[src/rtl/hc74_pkg.sv]
// hc74_pkg: constants shared by the synchronous 74xx CLK-variant models
package hc74_pkg;
  localparam logic [7:0] HC_RESET_BYTE = 8'h00;
  localparam logic       HC_CK_IDLE    = 1'b1;
endpackage

[src/rtl/hc165_clk_if.sv]
// hc165_clk_if: 74HC165 pin bundle; master drives PL_n/CP/CE_n/DS/D0..D7, slave drives Q7/Q7_n
interface hc165_clk_if;
  logic p1, p2, p15, p10;
  logic p11, p12, p13, p14, p3, p4, p5, p6;
  logic p9, p7;
  modport master (output p1, p2, p15, p10, p11, p12, p13, p14, p3, p4, p5, p6, input p9, p7);
  modport slave (input p1, p2, p15, p10, p11, p12, p13, p14, p3, p4, p5, p6, output p9, p7);
endinterface

[src/rtl/hc_pin_edge.sv]
// hc_pin_edge: optional 2-flop synchronizer (HC165_SYNC_INPUTS_EN) plus rising-edge detect; ports clk, rst, d, q_sync, rise
module hc_pin_edge
  import hc74_pkg::*;
(
  input  logic clk,
  input  logic rst,
  input  logic d,
  output logic q_sync,
  output logic rise
);
  logic prev;
`ifdef HC165_SYNC_INPUTS_EN
  logic s1, s2;
  always_ff @(posedge clk) begin
    s1 <= rst ? HC_CK_IDLE : d;
    s2 <= rst ? HC_CK_IDLE : s1;
  end
  assign q_sync = s2;
`else
  assign q_sync = d;
`endif
  always_ff @(posedge clk) prev <= rst ? HC_CK_IDLE : q_sync;
  assign rise = ~prev & q_sync;
endmodule

[src/rtl/hc165_clk.sv]
// hc165_clk: clk-synchronous 74HC165 PISO; ports clk, rst, pins (hc165_clk_if.slave); macro HC165_SYNC_INPUTS_EN syncs all pins
module hc165_clk
  import hc74_pkg::*;
(
  input  logic            clk,
  input  logic            rst,
  hc165_clk_if.slave      pins
);
  localparam logic [9:0] PIN_IDLE = 10'b10_0000_0000;
  logic [9:0] raw;
  logic       pl_n, ds, rise, ck_sync_unused;
  logic [7:0] d, q;
  assign raw = {pins.p1, pins.p10, pins.p6, pins.p5, pins.p4, pins.p3,
                pins.p14, pins.p13, pins.p12, pins.p11};
`ifdef HC165_SYNC_INPUTS_EN
  logic [9:0] s1, s2;
  always_ff @(posedge clk) begin
    s1 <= rst ? PIN_IDLE : raw;
    s2 <= rst ? PIN_IDLE : s1;
  end
  assign {pl_n, ds, d} = s2;
`else
  assign {pl_n, ds, d} = raw;
`endif
  // CE_n ORed with CP forms the effective clock, so either pin can make the edge
  hc_pin_edge u_ck (
    .clk    (clk),
    .rst    (rst),
    .d      (pins.p2 | pins.p15),
    .q_sync (ck_sync_unused),
    .rise   (rise)
  );
  always_ff @(posedge clk)
    if (rst) q <= HC_RESET_BYTE;
    else if (!pl_n) q <= d;
    else if (rise) q <= {q[6:0], ds};
  assign pins.p9 = q[7];
  assign pins.p7 = ~q[7];
endmodule

[src/flat_wrapper.sv]
// flat-port wrapper written by rule: the top's interface ports become plain ports
module hc165_clk_flat import hc74_pkg::*;
  (clk, rst, pins_p1, pins_p2, pins_p15, pins_p10, pins_p11, pins_p12, pins_p13, pins_p14, pins_p3, pins_p4, pins_p5, pins_p6, pins_p9, pins_p7);
  hc165_clk_if pins_i ();
  input  logic clk;
  input  logic rst;
  input wire logic [$bits(pins_i.p1)-1:0] pins_p1;
  input wire logic [$bits(pins_i.p2)-1:0] pins_p2;
  input wire logic [$bits(pins_i.p15)-1:0] pins_p15;
  input wire logic [$bits(pins_i.p10)-1:0] pins_p10;
  input wire logic [$bits(pins_i.p11)-1:0] pins_p11;
  input wire logic [$bits(pins_i.p12)-1:0] pins_p12;
  input wire logic [$bits(pins_i.p13)-1:0] pins_p13;
  input wire logic [$bits(pins_i.p14)-1:0] pins_p14;
  input wire logic [$bits(pins_i.p3)-1:0] pins_p3;
  input wire logic [$bits(pins_i.p4)-1:0] pins_p4;
  input wire logic [$bits(pins_i.p5)-1:0] pins_p5;
  input wire logic [$bits(pins_i.p6)-1:0] pins_p6;
  output wire logic [$bits(pins_i.p9)-1:0] pins_p9;
  output wire logic [$bits(pins_i.p7)-1:0] pins_p7;
  assign pins_i.p1 = pins_p1;
  assign pins_i.p2 = pins_p2;
  assign pins_i.p15 = pins_p15;
  assign pins_i.p10 = pins_p10;
  assign pins_i.p11 = pins_p11;
  assign pins_i.p12 = pins_p12;
  assign pins_i.p13 = pins_p13;
  assign pins_i.p14 = pins_p14;
  assign pins_i.p3 = pins_p3;
  assign pins_i.p4 = pins_p4;
  assign pins_i.p5 = pins_p5;
  assign pins_i.p6 = pins_p6;
  assign pins_p9 = pins_i.p9;
  assign pins_p7 = pins_i.p7;
  hc165_clk u_core (.clk(clk), .rst(rst), .pins(pins_i));
endmodule
[config.mk]
export PLATFORM = sky130hd
export DESIGN_NAME = hc165_clk_flat
export DESIGN_NICKNAME = d
export VERILOG_FILES = /design/src/rtl/hc74_pkg.sv /design/src/rtl/hc165_clk_if.sv /design/src/rtl/hc_pin_edge.sv /design/src/rtl/hc165_clk.sv /design/src/flat_wrapper.sv
export SDC_FILE = /design/constraint.sdc
export NUM_CORES = 1
export LEC_CHECK = 0
export CAP_MARGIN = 20
export CORE_AREA = 4 4 41 43
export DETAILED_ROUTE_END_ITERATION = 12
export DIE_AREA = 0 0 45 47
export GPL_TIMING_DRIVEN = 0
export PLACE_DENSITY_LB_ADDON = 0.05
export SETUP_SLACK_MARGIN = 0.2
export SLEW_MARGIN = 20
export SYNTH_ARGS = -nofsm -noshare
export SYNTH_HDL_FRONTEND = slang
export SYNTH_SLANG_ARGS = --single-unit
[constraint.sdc]
create_clock -name clk -period 2.39 [get_ports clk]
set_clock_uncertainty 0.1 [all_clocks]
set_input_delay 0.478 -clock clk [delete_from_list [all_inputs] [get_ports clk]]
set_output_delay 0.478 -clock clk [all_outputs]
set_load 0.005 [all_outputs]
* Word level (Yosys, flattened, before mapping)
Index checks and enable logic that the tools add are counted.
W data, S select, Z words.
** Word-level totals
- Bits in registers :: 9
- Bits of input ports :: 14
- Output and inout port bits :: 2
- Logic and storage cells :: 9
** Cells by class
- Eq/ne operators :: 1
- Muxes and demuxes :: 2
- Bitwise gates (word level) :: 4
** Operators with widths (count)
- $mux W8 :: 2
- $ne A2 B1 Y1 const B :: 1
- $not A1 Y1 :: 2
- $and A1 B1 Y1 :: 1
- $or A1 B1 Y1 :: 1

* Depth between registers and ports, before layout
Gate-level depths: netlist (run 1).
- Depth in word-level cells :: 4
- Mapped depth :: 4
- Gate-level depth less buffers :: 3

* Modules after synthesis
A second synthesis (run 1) with hierarchy kept.
** Unflattened totals
- Cell total of the unflattened synthesis :: 42
- Area total of the unflattened synthesis :: 419.2 um^2
** Modules (own cells, without submodules)
- hc165_clk :: times used 1, cells an instance 38, area an instance 379.1 um^2, sequential area each 160.2 um^2
- hc_pin_edge :: times used 1, cells an instance 4, area an instance 40.0 um^2, sequential area each 20.0 um^2

* Worst setup path after synthesis (run 1)
Ideal clock, no wire load.
- Kind :: input to register
- Start point :: input rst
- End point :: register u_core.u_ck.prev
- Setup time :: 0.132 ns
- Arrival :: 1.026 ns
- Data required time :: 2.158 ns
- Slack :: 1.132 ns
- Stages :: 2
- Buffers on the path :: 1
- Path through :: clkbuf_1 > or3_2
** RTL lines
- start: declaration :: line flat_wrapper.sv:6 : input logic rst;
- end signal: assignment :: line hc_pin_edge.sv:22 : always_ff @(posedge clk) prev <= rst ? HC_CK_IDLE : q_sync;
- end: declaration :: line hc_pin_edge.sv:11 : logic prev;
No word-level cell between the ends.

* Final worst setup path (run 1)
- Start point :: register u_core.q[7]
- End point :: output pins_p7
** On the way
- Longest elaborated chain between the ends :: 1
** RTL lines
- start: declaration :: line hc165_clk.sv:12 : logic [7:0] d, q;
- start signal: assignment :: line hc165_clk.sv:36 : else if (rise) q <= {q[6:0], ds};
- $not A1 Y1 :: line hc165_clk.sv:38 : assign pins.p7 = ~q[7];
- end: declaration :: line flat_wrapper.sv:20 : output wire logic [$bits(pins_i.p7)-1:0] pins_p7;
No other way between the ends.

==> results of run 1 <==
[cells by family (layout without fill, tap and decap cells)]
kind of cell	Yosys count	after routing	share of synthesized area (%)
AOI/OAI and AO/OA	10	10	22.81
and+or+nand+nor	25	25	24.38
buffers and inverters	5	22	7.810
DFF	9	9	45.00
[worst register-to-register path: stages (launching register included)]
cell	delay [ns]
dfxtp_1	0.30
o21ba_1	0.22
buf_6	0.13
nand2_1	0.05
a311oi_1	0.28
[cells in the mapped netlist]
cell | instances | area (um2)
clkbuf_2 | 1 | 5.000
or3_2 | 1 | 7.510
a311oi_1 | 8 | 70.07
o21ba_1 | 1 | 10.01
buf_6 | 1 | 11.26
nor2_1 | 8 | 30.03
inv_1 | 1 | 3.750
clkbuf_1 | 1 | 3.750
nand2_1 | 16 | 60.06
o21bai_2 | 1 | 11.26
dfxtp_1 | 9 | 180.2
clkbuf_4 | 1 | 7.510
[power by group through the flow]
stage          clock network [uW]  logic (uW)  registers, uW
3_5_place_dp                    0        53.0            169
3_3_place_gp                    0        53.0            169
2_1_floorplan                   0        24.5            168
5_1_grt                       135        58.7            167
4_1_cts                       129        53.2            166
6_report                      122        52.7            166
[per-stage QoR]
stage | instances | util (%) | cell area, um2
after floorplan | 49 | - | 400.4
after global placement | 77 | 42.21 | 549.3
after detailed placement | 77 | 42.21 | 549.3
after CTS | 81 | 44.23 | 575.6
after global routing | 81 | 44.23 | 575.6
final | 81 | 44.23 | 575.6
[layer usage]
| metal | routed length, um | part of all wire, % |
|---|---|---|
| met1 | 437 | 48 |
| met2 | 379 | 41 |
| met3 | 82 | 8.9 |
| met4 | 20 | 2.2 |
| met5 | 0 | 0 |
[layout make-up]
cell class,instances,area (um2)
Tap cell,15,18.77
Inverter,1,3.754
Fill cell,151,725.7
Timing Repair Buffer,13,130.1
Multi-Input combinational cell,35,188.9
Sequential cell,9,180.2
Buffer,4,27.53
Clock buffer,4,26.28
[registers in the layout, indices dropped and copies added, names as in the netlist]
signal,cells
u_core.q,8
u_core.u_ck.prev,1
[path summary, 6_finish.rpt]
kind / end / slack, ns
max reg2reg: u_core.q[6] / 1.23
min reg2reg: u_core.q[2] / 0.38
max: pins_p7 / 0.69
min: u_core.q[2] / 0.38
==> results.tsv, run 1 <==
metric	value	unit
coreArea	0.001301	mm2
slowest_delay	0.48	ns
switching_share	24.51	%
grt_use_met3	5.747	%
htree_levels	1	
total_power	340.7	uW
layout-drive-gt1-share	12.12	%
fin_crit	1.698	ns
grt_overflow	0	
maxSlewViolCount	0	
clk_latency	0.27	ns
worst_hold_slack	0.3759	ns
worstPathRequired	1.81	ns
power_leakage	0.0002153	uW
post-route-period-util	71.03	%
hold_depth	2	
clk_path_buf_depth	2	
hold_violations	0	
powerDensity	591.9	mW/mm2
worstPathCellList	inv_1, clkdlybuf4s50_1	
first_global_vias	319	
die_x	45	um
cp_num_cells	2	
drt-initial-drc-count	7	
maxCapViolations	0	
grtUsageMet1	12.59	%
crit_type	reg -> out	
worst_slack	0.6924	ns
slew_headroom	73.87	%
r2r-start	u_core.u_ck.prev	
yosysWarningCount	0	
cts_made_buffers	3	
grt_setup_unrepaired	false	
crit_family	buffers and inverters	
synth_nets	63	
worst-path-buf-inv	2	
cts_hold_buffers	0	
final_cell_mix	nand2_1 (16), clkdlybuf4s50_1 (13), dfxtp_1 (9), nor2_1 (8), a311oi_1 (8)	
min_path_type	reg -> reg	
finalNetCount	81	
cts_sinks	9	
tns	0	ns
die_area	0.002115	mm2
synthDistinctLibCells	12	
worstPathArrival	1.12	ns
detail-route-antenna-nets	0	
cts_setup_buffers	0	
place_ws	0.5303	ns
io_pins	16	
worst_pin_slew	0.3919	ns
seq_power_share	48.6	%
synth-seq-cells	9	
antenna_found_initial	0	
met2_usage	13.56	%
min_from	u_core.q[2]	
synth_area	400.4	um2
drt-total-wl	920	um
final_common_cell	nand2_1	
power.clock.fraction	35.9	%
end_kind	output port	
finalSetupViolCount	0	
grt_pass1_wl	1.442	mm
clk_pin_slew_worst_paths	0.07	ns
hpwl	645.2	um
row_count	13	
startpoint_type	register	
internal_power	257.2	uW
netlist_instances	49	
grt_max_degree	11	
status	completed	
area_growth	43.75	%
cts_tree	yes	
grt_busiest_layer	met2	
max_freq	589.1	MHz
ir_worst_vdd	0.2662	mV
vias	385	
cts.repair.resized	0	
path_max_fanout	3	
p_comb_share	15.5	%
rr_worst_depth	4	
avgRoutedWirePerCell	11.36	um
drc_errors	0	
port-buffer-count	13	
initial_core_util	30.77	%
track_usage	10.29	%
slowest_stage	clkdlybuf4s50_1	
yosysSeqAreaShare	45.00	%
antenna_cells	0	
die_y	47	um
syn_avg_cell_area	8.171	um2
gp_congestion	0.6540	
root_buffer	clkbuf_4	
crit_path_start	u_core.q[7]	
p_sw	83.49	uW
vias_per_cell	4.753	
dr.pass1.iters	4	
(Power assumes the default switching activity.)
==> inputs of run 2 (changes only) <==
==> constraint.sdc (replaced) <==
create_clock -name clk -period 1.8 [get_ports clk]
set_clock_uncertainty 0.1 [all_clocks]
set_input_delay 0.36 -clock clk [delete_from_list [all_inputs] [get_ports clk]]
set_output_delay 0.36 -clock clk [all_outputs]
set_load 0.005 [all_outputs]
==> run 2 against run 1 <==
  * Die area unchanged
  * Count of clock-buffer cells in the layout unchanged
  * Combinational power increased by 31%
  * Cell area increased by 1.1%
  * Global-route usage unchanged
  * Register-to-register slack got worse by 0.59 ns
  * Via count decreased by 0.26%
  * Cell count unchanged
  * Utilization increased by 0.48 points
  * Largest cell class unchanged
  * Largest power group unchanged
==> results.tsv, run 2 (synthesis results as in run 1) <==
metric	value	unit
status	completed	
min_path_type	in -> reg	
die_area	0.002115	mm2
cts.repair.resized	0	
ir_worst_vdd	0.3534	mV
hpwl	645.2	um
final_common_cell	nand2_1	
clk_latency	0.27	ns
power_leakage	0.0002339	uW
layout-drive-gt1-share	13.64	%
worstSetupEndpoint	u_core.q[6]	
rrSetupSlack	0.64	ns
initial_core_util	30.77	%
internal_power	340.9	uW
end_kind	register	
row_count	13	
hold_violations	0	
largest_reg_flops	8	
drt-initial-drc-count	7	
htree_levels	1	
first_global_vias	319	
grt_setup_unrepaired	false	
dr.pass1.iters	4	
detail-route-antenna-nets	0	
worstPathCellList	clkdlybuf4s50_1, o21bai_2, nand2_1, a311oi_1	
final_cell_mix	nand2_1 (16), clkdlybuf4s50_1 (11), nor2_1 (8), a311oi_1 (8), dfxtp_1 (8)	
antenna_found_initial	0	
vias_per_cell	4.741	
top_regs	u_core.q x8, u_core.u_ck.prev x1	
vias	384	
post-route-period-util	81.43	%
crit_type	in -> reg	
worstPathArrival	1.54	ns
antenna_cells	0	
r2r_end	u_core.q[6]	
fin_crit	1.466	ns
die_x	45	um
slowest_stage	clkdlybuf4s50_1	
r2r-start	u_core.u_ck.prev	
clk_pin_slew_worst_paths	0.07	ns
track_usage	10.29	%
slew_headroom	73.87	%
final_cells	81	
max_freq	682.3	MHz
slowest_delay	0.45	ns
die_y	47	um
clk_path_buf_depth	2	
p_comb_share	15.3	%
startpoint_type	input pin	
port-buffer-count	13	
cts_sinks	9	
worstPathRequired	1.87	ns
gp_congestion	0.6540	
tns	0	ns
crit_path_start	pins_p15	
cts_setup_buffers	0	
maxCapViolations	0	
finalSetupViolCount	0	
coreArea	0.001301	mm2
maxSlewViolCount	0	
cts_hold_buffers	0	
grt_overflow	0	
power.clock.fraction	35.9	%
finalNetCount	81	
seq_power_share	48.8	%
switching_share	24.53	%
avgRoutedWirePerCell	11.40	um
p_sw	110.8	uW
grt_max_degree	11	
powerDensity	776.3	mW/mm2
cts_made_buffers	3	
cts_tree	yes	
rr_worst_depth	4	
dp_cells	77	
grt_pass1_wl	1.442	mm
path_max_fanout	8	
drt-total-wl	923	um
worst_pin_slew	0.3919	ns
regMostFlops	u_core.q	
root_buffer	clkbuf_4	
drc_errors	0	
io_pins	16	
area_growth	45.31	%
-- run 2: routing by layer --
metal | up-vias | wire [um] | GRT usage [%]
met5 | - | 0 | 0
met4 | 0 | 20 | 7.018
met3 | 5 | 87 | 5.747
met2 | 13 | 378 | 13.56
met1 | 163 | 437 | 12.59
li1 | 203 | - | -
-- run 2: worst min path at each step --
stage | start | end | cells past startpoint
floorplan | u_core.q[2] | u_core.q[2] | 2
global placement | u_core.q[2] | u_core.q[2] | 2
detailed placement | u_core.q[3] | u_core.q[4] | 2
CTS | pins_p1 | u_core.q[0] | 3
global route | pins_p1 | u_core.q[4] | 3
finish | pins_p1 | u_core.q[0] | 3
-- run 2: final cells by class --
class | instances | area [um2]
Inverter | 1 | 3.754
Multi-Input combinational cell | 35 | 188.9
Buffer | 4 | 27.53
Timing Repair Buffer | 13 | 135.1
Sequential cell | 9 | 181.4
Fill cell | 149 | 719.4
Tap cell | 15 | 18.77
Clock buffer | 4 | 26.28
-- run 2: through the flow --
stage	setup slack (ns)	area, um2	utilization [%]	power, uW	hold WS [ns]
finish	0.3343	581.8	44.71	451.7	0.3516
global route	0.2255	581.8	44.71	479.0	0.3628
CTS	0.2065	575.6	44.23	461.2	0.3513
detailed placement	0.05834	549.3	42.21	294.6	0.3719
global placement	0.08993	549.3	42.21	295.0	0.3735
floorplan	0.6601	400.4	-	255.5	0.3551
-- run 2: power groups by stage --
stage	Combinational, uW	Clock [uW]	Sequential, uW
floorplan	32.5	0	223
global placement	70.4	0	225
detailed placement	70.3	0	224
CTS	70.6	171	220
global route	76.9	180	222
finish	69.1	162	220
-- run 2: critical path: cells and delay by family --
kind	cells	cell delay, ns
AO/OA/AOI/OAI	2	0.63
buffers and inverters	1	0.45
AND/OR/NAND/NOR	1	0.09
==> inputs of run 3 (changes only) <==
==> constraint.sdc (replaced) <==
create_clock -name clk -period 1.2 [get_ports clk]
set_clock_uncertainty 0.1 [all_clocks]
set_input_delay 0.24 -clock clk [delete_from_list [all_inputs] [get_ports clk]]
set_output_delay 0.24 -clock clk [all_outputs]
set_load 0.005 [all_outputs]
==> run 3 against run 2 <==
  * Cell count unchanged
  * Hold slack got worse by 0.11 ns
  * Highest routed layer is now met3
  * Critical path type is now reg -> reg
  * Count of clock-buffer cells in the layout unchanged
  * Via count grew 5.7%
  * Wire length rose by 13%
  * Setup slack lost 0.28 ns
==> results.tsv, run 3 (synthesis results as in run 1) <==
metric	value	unit
initial_core_util	30.77	%
maxSlewViolCount	0	
vias	406	
die_area	0.002115	mm2
hpwl	705.1	um
worst_pin_slew	0.2765	ns
drt-initial-drc-count	6	
status	completed	
grt_setup_unrepaired	true	
hold_violations	0	
min_from	rst	
min_path_type	in -> reg	
path_max_fanout	8	
hold_depth	2	
cts_hold_buffers	0	
worstPathArrival	1.21	ns
grt_overflow	0	
crit_type	reg -> reg	
die_y	47	um
cts_tree	yes	
clk_path_buf_depth	2	
clk_pin_slew_worst_paths	0.06	ns
r2r-start	u_core.u_ck.prev	
grt_max_degree	11	
worstPathRequired	1.27	ns
multi_input_area	251.5	um2
max_freq	872.6	MHz
coreArea	0.001301	mm2
io_pins	16	
regMostFlops	u_core.q	
slowest_stage	dfxtp_2	
rr_worst_depth	4	
grtUsageMet1	13.76	%
grt_use_met3	5.747	%
final_common_cell	nand2_1	
post-route-period-util	95.50	%
grt_busiest_layer	met2	
antenna_cells	0	
die_x	45	um
grt_pass1_wl	1.725	mm
cts_setup_buffers	0	
seq_area	182.7	um2
rrSetupSlack	0.05	ns
worst_slack	0.05396	ns
cts_made_buffers	3	
final_cell_mix	nand2_1 (14), clkdlybuf4s50_1 (9), nor2_1 (8), a311oi_2 (7), dfxtp_1 (7)	
place_ws	-0.4491	ns
nFillCells	141	
end_kind	register	
root_buffer	clkbuf_4	
worstPathCellList	o21ba_4, buf_6, nand2_1, a311oi_2	
largest_reg_flops	8	
top_regs	u_core.q x8, u_core.u_ck.prev x1	
cts_sinks	9	
row_count	13	
detail-route-antenna-nets	0	
r2r_end	u_core.q[6]	
drt-total-wl	1.047	mm
port-buffer-count	13	
finalSetupViolCount	0	
power_leakage	0.0002304	uW
final_cells	81	
fin_crit	1.146	ns
avgRoutedWirePerCell	12.93	um
dp_cells	77	
dr.pass1.iters	2	
met2_usage	18.93	%
hold_end	u_core.q[5]	
first_global_vias	387	
vias_per_cell	5.012	
htree_levels	1	
drc_errors	0	
slowest_delay	0.32	ns
powerDensity	1087	mW/mm2
slew_headroom	81.57	%
startpoint_type	register	
layout-drive-gt1-share	36.36	%
ir_worst_vdd	0.6805	mV
clk_latency	0.26	ns
antenna_found_initial	0	
maxCapViolations	0	
gp_congestion	0.6490	
track_usage	11.73	%
finalNetCount	81	
area_growth	58.75	%
run 3: layout make-up:
| cell class | count | share of cell area, % |
|---|---|---|
| Tap cell | 15 | 2.953 |
| Sequential cell | 9 | 28.74 |
| Inverter | 1 | 0.5906 |
| Clock buffer | 4 | 4.134 |
| Multi-Input combinational cell | 35 | 39.57 |
| Buffer | 4 | 4.528 |
| Timing Repair Buffer | 13 | 19.49 |
run 3: repair_timing:
| item | 4_1_cts | 5_1_grt |
|---|---|---|
| resized for setup | 17 | 8 |
| endpoints found under the setup margin | 11 | 10 |
| pin swaps | 3 | 2 |
run 3: where the power goes:
part	leakage, uW	internal (uW)	total [uW]	switching, uW
Clock	0.0000150	128	232	104
Sequential	0.0000747	321	332	11.8
Combinational	0.000141	70.7	126	55.5
Total	0.000230	519	691	171
run 3: how the worst max path moves through the flow:
stage	endpoint	from	slack [ns]	depth (start not counted)
after CTS	u_core.q[3]	u_core.u_ck.prev	0.02	4
final	u_core.q[6]	u_core.u_ck.prev	0.05	4
after global placement	u_core.q[2]	pins_p15	-0.41	4
after detailed placement	u_core.q[7]	pins_p15	-0.45	4
after floorplan	u_core.q[0]	u_core.u_ck.prev	0.16	4
after global routing	u_core.q[7]	u_core.u_ck.prev	-0.006	4
run 3: through the flow:
stage	power [uW]	util (%)	hold slack, ns	instance area [um2]	TNS (ns)
after detailed placement	443.5	42.31	0.3746	550.5	-3.450
final	690.7	48.85	0.2408	635.6	0
after global routing	739.4	48.85	0.2354	635.6	-0.01002
after global placement	442.8	42.31	0.3731	550.5	-3.355
after floorplan	383.6	-	0.2497	401.6	0
after CTS	689.2	45.77	0.1934	595.6	0
run 3: critical path, delay by kind of cell, from the launching register on:
kind | cells | cell delay [ns]
flops | 1 | 0.32
compound gates | 2 | 0.45
simple gates | 1 | 0.07
buf+inv | 1 | 0.12
run 3: metal layers:
metal / part of all wire, % / routed length, um
met1: 44 / 460
met2: 50 / 521
met3: 6.3 / 66
met4: 0 / 0
met5: 0 / 0
